$ cat config.mk
export PLATFORM = sky130hd
export DESIGN_NAME = param_reg_file
export DESIGN_NICKNAME = d
export VERILOG_FILES = /design/src/rtl/param_reg_file_pkg.sv /design/src/rtl/param_register.sv /design/src/rtl/param_reg_file.sv
export SDC_FILE = /design/constraint.sdc
export NUM_CORES = 1
export LEC_CHECK = 0
export CAP_MARGIN = 30
export CORE_UTILIZATION = 55
export DETAILED_ROUTE_END_ITERATION = 10
export PLACE_DENSITY = 0.73
export SKIP_CTS_REPAIR_TIMING = 1
export SLEW_MARGIN = 20
export SYNTH_ARGS = -nofsm -noshare
export SYNTH_HDL_FRONTEND = slang
export SYNTH_SLANG_ARGS = --single-unit
$ cat constraint.sdc
create_clock -name Clock -period 16.07 [get_ports Clock]
set_input_delay 1.607 -clock Clock [delete_from_list [all_inputs] [get_ports Clock]]
set_output_delay 1.607 -clock Clock [all_outputs]
set_load 0.05 [all_outputs]
$ cat src/rtl/param_reg_file_pkg.sv
// Shared definitions for the parametrised register file: per-register operation
// codes, copy-engine state encoding and copy-direction constants.
package param_reg_file_pkg;

    localparam logic [2:0] FS_DEC  = 3'b000;
    localparam logic [2:0] FS_INC  = 3'b001;
    localparam logic [2:0] FS_LOAD = 3'b010;
    localparam logic [2:0] FS_CLR  = 3'b011;
    localparam logic [2:0] FS_SHL  = 3'b100;
    localparam logic [2:0] FS_SHR  = 3'b101;
    localparam logic [2:0] FS_ROL  = 3'b110;
    localparam logic [2:0] FS_ROR  = 3'b111;

    typedef enum logic {
        ST_IDLE = 1'b0,
        ST_COPY = 1'b1
    } copy_state_t;

    localparam logic DIR_SAVE    = 1'b0;
    localparam logic DIR_RESTORE = 1'b1;

endpackage

$ cat src/rtl/param_register.sv
// One WIDTH-bit register with the shared FunSel operation set and an
// active-low enable; a copy-load override wins over any FunSel operation.
module param_register #(
    parameter int WIDTH = 16
) (
    input  logic             Clock,
    input  logic             Reset,
    input  logic [2:0]       FunSel,
    input  logic             EnableN,
    input  logic [WIDTH-1:0] I,
    input  logic             CopyLoad,
    input  logic [WIDTH-1:0] CopyVal,
    output logic [WIDTH-1:0] Q
);
    import param_reg_file_pkg::*;

    always_ff @(posedge Clock) begin
        if (Reset) begin
            Q <= '0;
        end else if (CopyLoad) begin
            Q <= CopyVal;
        end else if (!EnableN) begin
            case (FunSel)
                FS_DEC:  Q <= Q - 1'b1;
                FS_INC:  Q <= Q + 1'b1;
                FS_LOAD: Q <= I;
                FS_CLR:  Q <= '0;
                FS_SHL:  Q <= {Q[WIDTH-2:0], 1'b0};
                FS_SHR:  Q <= {1'b0, Q[WIDTH-1:1]};
                FS_ROL:  Q <= {Q[WIDTH-2:0], Q[WIDTH-1]};
                FS_ROR:  Q <= {Q[0], Q[WIDTH-1:1]};
                default: Q <= Q;
            endcase
        end
    end

endmodule

$ cat src/rtl/param_reg_file.sv
// General (R) and scratch (S) register banks with two combinational read ports
// and a bank-copy engine for context save (S<-R) / restore (R<-S).
//
//   state   | meaning
//   --------+-----------------------------------------------------------
//   ST_IDLE | banks follow FunSel/RegSel/ScrSel; CopyStart is accepted
//   ST_COPY | one register pair copied per edge; bank writes are frozen
module param_reg_file #(
    parameter int   WIDTH = 16,
    parameter int   NUM_R = 4,
    parameter int   NUM_S = 4,
    localparam int  SEL_W = $clog2(NUM_R + NUM_S)
) (
    input  logic             Clock,
    input  logic             Reset,
    input  logic [WIDTH-1:0] I,
    input  logic [2:0]       FunSel,
    input  logic [NUM_R-1:0] RegSel,
    input  logic [NUM_S-1:0] ScrSel,
    input  logic [SEL_W-1:0] OutASel,
    input  logic [SEL_W-1:0] OutBSel,
    input  logic             CopyStart,
    input  logic             CopyDir,
    output logic             Busy,
    output logic             Done,
    output logic [WIDTH-1:0] OutA,
    output logic [WIDTH-1:0] OutB
);
    import param_reg_file_pkg::*;

    localparam int IDX_W = (NUM_R > 1) ? $clog2(NUM_R) : 1;
    localparam logic [IDX_W-1:0] LAST_IDX = IDX_W'(NUM_R - 1);

    if (NUM_R < 1 || NUM_S < NUM_R) begin : g_bad_cfg
        $error("param_reg_file: requires NUM_R >= 1 and NUM_S >= NUM_R");
    end

    copy_state_t      state, state_nxt;
    logic [IDX_W-1:0] idx, idx_nxt;
    logic             dir, dir_nxt;
    logic             done_nxt;

    logic [WIDTH-1:0] r_q [NUM_R];
    logic [WIDTH-1:0] s_q [NUM_S];
    logic [WIDTH-1:0] s_copy_val [NUM_S];
    logic [NUM_R-1:0] r_copy;
    logic [NUM_S-1:0] s_copy;

    assign Busy = (state == ST_COPY);

    always_ff @(posedge Clock) begin
        if (Reset) begin
            state <= ST_IDLE;
            idx   <= '0;
            dir   <= DIR_SAVE;
            Done  <= 1'b0;
        end else begin
            state <= state_nxt;
            idx   <= idx_nxt;
            dir   <= dir_nxt;
            Done  <= done_nxt;
        end
    end

    always_comb begin
        state_nxt = state;
        idx_nxt   = idx;
        dir_nxt   = dir;
        done_nxt  = 1'b0;
        case (state)
            ST_IDLE: begin
                if (CopyStart) begin
                    dir_nxt   = CopyDir;
                    idx_nxt   = '0;
                    state_nxt = ST_COPY;
                end
            end
            ST_COPY: begin
                if (idx == LAST_IDX) begin
                    idx_nxt   = '0;
                    state_nxt = ST_IDLE;
                    done_nxt  = 1'b1;
                end else begin
                    idx_nxt = idx + 1'b1;
                end
            end
            default: state_nxt = ST_IDLE;
        endcase
    end

    // Enables are forced inactive while copying so the whole bank is frozen,
    // not just the pair currently being copied.
    for (genvar i = 0; i < NUM_R; i++) begin : g_r
        assign r_copy[i] = Busy && (dir == DIR_RESTORE) && (idx == IDX_W'(i));
        param_register #(.WIDTH(WIDTH)) u_reg (
            .Clock    (Clock),
            .Reset    (Reset),
            .FunSel   (FunSel),
            .EnableN  (RegSel[NUM_R-1-i] | Busy),
            .I        (I),
            .CopyLoad (r_copy[i]),
            .CopyVal  (s_q[i]),
            .Q        (r_q[i])
        );
    end

    for (genvar i = 0; i < NUM_S; i++) begin : g_s
        if (i < NUM_R) begin : g_paired
            assign s_copy[i]     = Busy && (dir == DIR_SAVE) && (idx == IDX_W'(i));
            assign s_copy_val[i] = r_q[i];
        end else begin : g_spare
            assign s_copy[i]     = 1'b0;
            assign s_copy_val[i] = '0;
        end
        param_register #(.WIDTH(WIDTH)) u_reg (
            .Clock    (Clock),
            .Reset    (Reset),
            .FunSel   (FunSel),
            .EnableN  (ScrSel[NUM_S-1-i] | Busy),
            .I        (I),
            .CopyLoad (s_copy[i]),
            .CopyVal  (s_copy_val[i]),
            .Q        (s_q[i])
        );
    end

    // Indices past the last scratch register fall through to zero.
    always_comb begin
        OutA = '0;
        OutB = '0;
        for (int k = 0; k < NUM_R; k++) begin
            if (OutASel == SEL_W'(k)) OutA = r_q[k];
            if (OutBSel == SEL_W'(k)) OutB = r_q[k];
        end
        for (int k = 0; k < NUM_S; k++) begin
            if (OutASel == SEL_W'(NUM_R + k)) OutA = s_q[k];
            if (OutBSel == SEL_W'(NUM_R + k)) OutB = s_q[k];
        end
    end

endmodule

==> impl_metrics.env <==
export IMPL_die_area_sq_um=30700
export IMPL_hpwlAfterDp_um=46000
export IMPL_syn_mean_instance_area_sq_um=7.35
export IMPL_antenna_found_initial=0
export IMPL_insertion_delay_ns=0.45
export IMPL_stdcell_count=2594
export IMPL_start_kind="primary input"
export IMPL_ir_drop_uv=66.1
export IMPL_tns_ns=0
export IMPL_synth_area_leaders="dfxtp_1 (16%), ha_1 (10%), a21oi_1 (9.0%)"
export IMPL_initial_core_util_pct=55.9
export IMPL_layout_commonest_cell="a21oi_1"
export IMPL_fmax_ghz=0.153
export IMPL_pwr_density_cell_nw_per_um2=92.7
export IMPL_cp_data_arrival_time_ns=4.94
export IMPL_synthFlopType="dfxtp_1"
export IMPL_clock_path_buffers=2
export IMPL_clock_skew_ns=0.0152
export IMPL_place_inst=2558
export IMPL_slew_violations=0
export IMPL_holdPathStages=2
export IMPL_synth_cell_type_count=76
export IMPL_vias=18800
export IMPL_min_from="Busy$_SDFF_PP0_"
export IMPL_die_w_um=175
export IMPL_io_buffers=70
export IMPL_clk_root_buffer_cell="clkbuf_16"
export IMPL_cp_required_ns=14.46
export IMPL_gp_congestion=1.01
export IMPL_die_h_um=175
export IMPL_first_pass_iters=6
export IMPL_hp_class="register to register"
export IMPL_use_met1_pct=56.9
export IMPL_drive_gt1_share_pct=9.44
export IMPL_syn_num_nets=2423
export IMPL_leakagePower_uw=0.00708
export IMPL_register_area_sq_um=2660
export IMPL_htree_num_levels=4
export IMPL_busiest_layer="met2"
export IMPL_fp_row_count=63
export IMPL_drv_cap=0
export IMPL_netlist_area_sq_um=16500
export IMPL_grt_pass1_wl_um=102000
export IMPL_ys_seq_area_share_pct=16.1
export IMPL_ys_async_sr_fraction_pct=0
export IMPL_r2r_end="g_s[3].u_reg.Q[12]$_SDFFE_PP0P_"
export IMPL_core_area_sq_um=29600
export IMPL_finalSetupViolCount=0
export IMPL_final_cell_mix="a21oi_1 (296), nand2_1 (226), nor2_1 (210)"
export IMPL_use_met2_pct=61.7
export IMPL_grt_pass1_vias=17200
export IMPL_timing_worst_setup_path_type="primary input to primary output"
export IMPL_ant_nets=0
export IMPL_ys_ff_latch=133
export IMPL_drc=0
export IMPL_clkTransAtPathRegs_ns=0.07
export IMPL_multiInputGateArea_sq_um=12900
export IMPL_netlist_area_leader_share_pct=16.1
export IMPL_routed_wirelength_um=67400
export IMPL_outcome="finished, final reports clean"
export IMPL_cts_sinks=133
export IMPL_fin_crit_ns=6.55
export IMPL_worst_slew_pin_slew_ns=1.16
export IMPL_wl_per_cell_um=26.0
export IMPL_max_slew_margin_pct=22.9
export IMPL_hold_viol=0
export IMPL_drt_iter0_markers=2815
export IMPL_fillers=2830
export IMPL_crit_fanout=35
export IMPL_grt_max_degree=79
export IMPL_period_share_pct=40.7
export IMPL_numCtsBuffers=17
export IMPL_reg2reg_from="Busy$_SDFF_PP0_"
export IMPL_yosys_warnings=0
export IMPL_reg2reg_slack_ns=12.59
export IMPL_overflow=0
export IMPL_end_kind="primary output"
export IMPL_nNetsFinal=2368
export IMPL_use_met3_pct=12.7
export IMPL_grt_setup_unrepaired="no"
export IMPL_grt_usage_pct=43.2
export IMPL_synth_edff_count=0
export IMPL_area_delta_synth_final_pct=7.86
export IMPL_syn_inst=2246
export IMPL_reg2reg_depth=7
export IMPL_vias_per_cell=7.25
export IMPL_hold_end="Done$_SDFF_PP0_"
export IMPL_synth_top_cell_by_area="dfxtp_1"
export IMPL_cts_tree="done"
export IMPL_pin_count=71
synth_stat cells, drive strengths merged, types with 5 or more instances:
| cell type | count |
|---|---|
| a211o | 12 |
| inv | 50 |
| buf | 55 |
| a31oi | 20 |
| or4 | 9 |
| a2111oi | 31 |
| nor4 | 32 |
| or3 | 34 |
| o22ai | 13 |
| and3 | 14 |
| o21ai | 133 |
| a221oi | 31 |
| mux2i | 31 |
| or2 | 10 |
| a21o | 37 |
| nor2b | 29 |
| a211oi | 88 |
| fa | 8 |
| nor3 | 79 |
| nand3 | 25 |
| o211ai | 38 |
| o21a | 16 |
| dfxtp | 133 |
| xor2 | 39 |
| nand2b | 23 |
| a22o | 12 |
| o31ai | 5 |
| o211a | 5 |
| xnor2 | 48 |
| a21oi | 298 |
| ha | 132 |
| mux2 | 76 |
| mux4 | 28 |
| o221ai | 14 |
| nor2 | 211 |
| nand2 | 227 |
| and2 | 12 |
| clkbuf | 120 |
| o21bai | 10 |
| a311oi | 10 |
through the flow:
step / hold WS, ns / util [%] / power (uW) / setup slack (ns) / cell area (sq um)
final: 0.551 / 60.2 / 1650 / 9.52 / 17800
after global placement: 0.542 / 57.9 / 1190 / 9.67 / 17100
after CTS: 0.554 / 60.1 / 1620 / 9.68 / 17800
after detailed placement: 0.539 / 58.0 / 1200 / 9.68 / 17200
after global routing: 0.588 / 60.2 / 1720 / 9.41 / 17800
after floorplan: 0.493 / - / 991 / 8.44 / 16500
power breakdown:
| part | internal [uW] | switching (uW) | leakage (uW) |
|---|---|---|---|
| combinational | 322 | 441 | 0.00569 |
| clock | 246 | 173 | 0.000292 |
| sequential | 362 | 108 | 0.00110 |
| total | 929 | 722 | 0.00708 |
state kept, by name, summed over array words and instances, names as in the netlist:
name	cells
dir	1
Done	1
idx	2
g_s.u_reg.Q	64
g_r.u_reg.Q	64
Busy	1
cell type report:
cell class,instances,share of cell area [%]
well taps,390,2.74
flip-flops and latches,133,15.0
clock inverters,10,0.675
diodes,1,0.0141
multi-input cells,1887,72.6
clock buffers,21,2.70
repair buffers,102,5.27
inverters,50,1.05
metal layers:
metal	vias to the layer above	share of wire [%]	wire, um
met3	299	14	9400
met4	0	6.5	4350
li1	8314	-	-
met1	8817	39	26100
met2	1378	41	27500
met5	-	0	0
worst max path at each step:
stage	from	end	slack (ns)
final	OutASel[1]	OutA[10]	9.52
after global routing	OutASel[1]	OutA[10]	9.41
after CTS	OutASel[1]	OutA[9]	9.68
after detailed placement	OutASel[1]	OutA[9]	9.68
after global placement	OutASel[1]	OutA[9]	9.67
after floorplan	FunSel[2]	g_r[3].u_reg.Q[10]$_SDFFE_PP0P_	8.44
cell families after synthesis:
family	share of synthesized area, %
AOI/OAI and AO/OA	31.6
and+or+nand+nor	20.1
buffers and inverters	5.71
adders and majority gates	11.0
muxes	10.9
DFF	16.1
xor gates and xnor gates	4.62
critical path: stages:
cell,delay (ns)
clkdlybuf4s50_1,0.45
buf_4,0.38
nor2b_1,0.86
a21oi_1,0.17
a21oi_1,0.19
a311oi_1,0.06
a21oi_1,0.32
clkdlybuf4s50_1,0.88
Power figures use the tool's default switching activity.
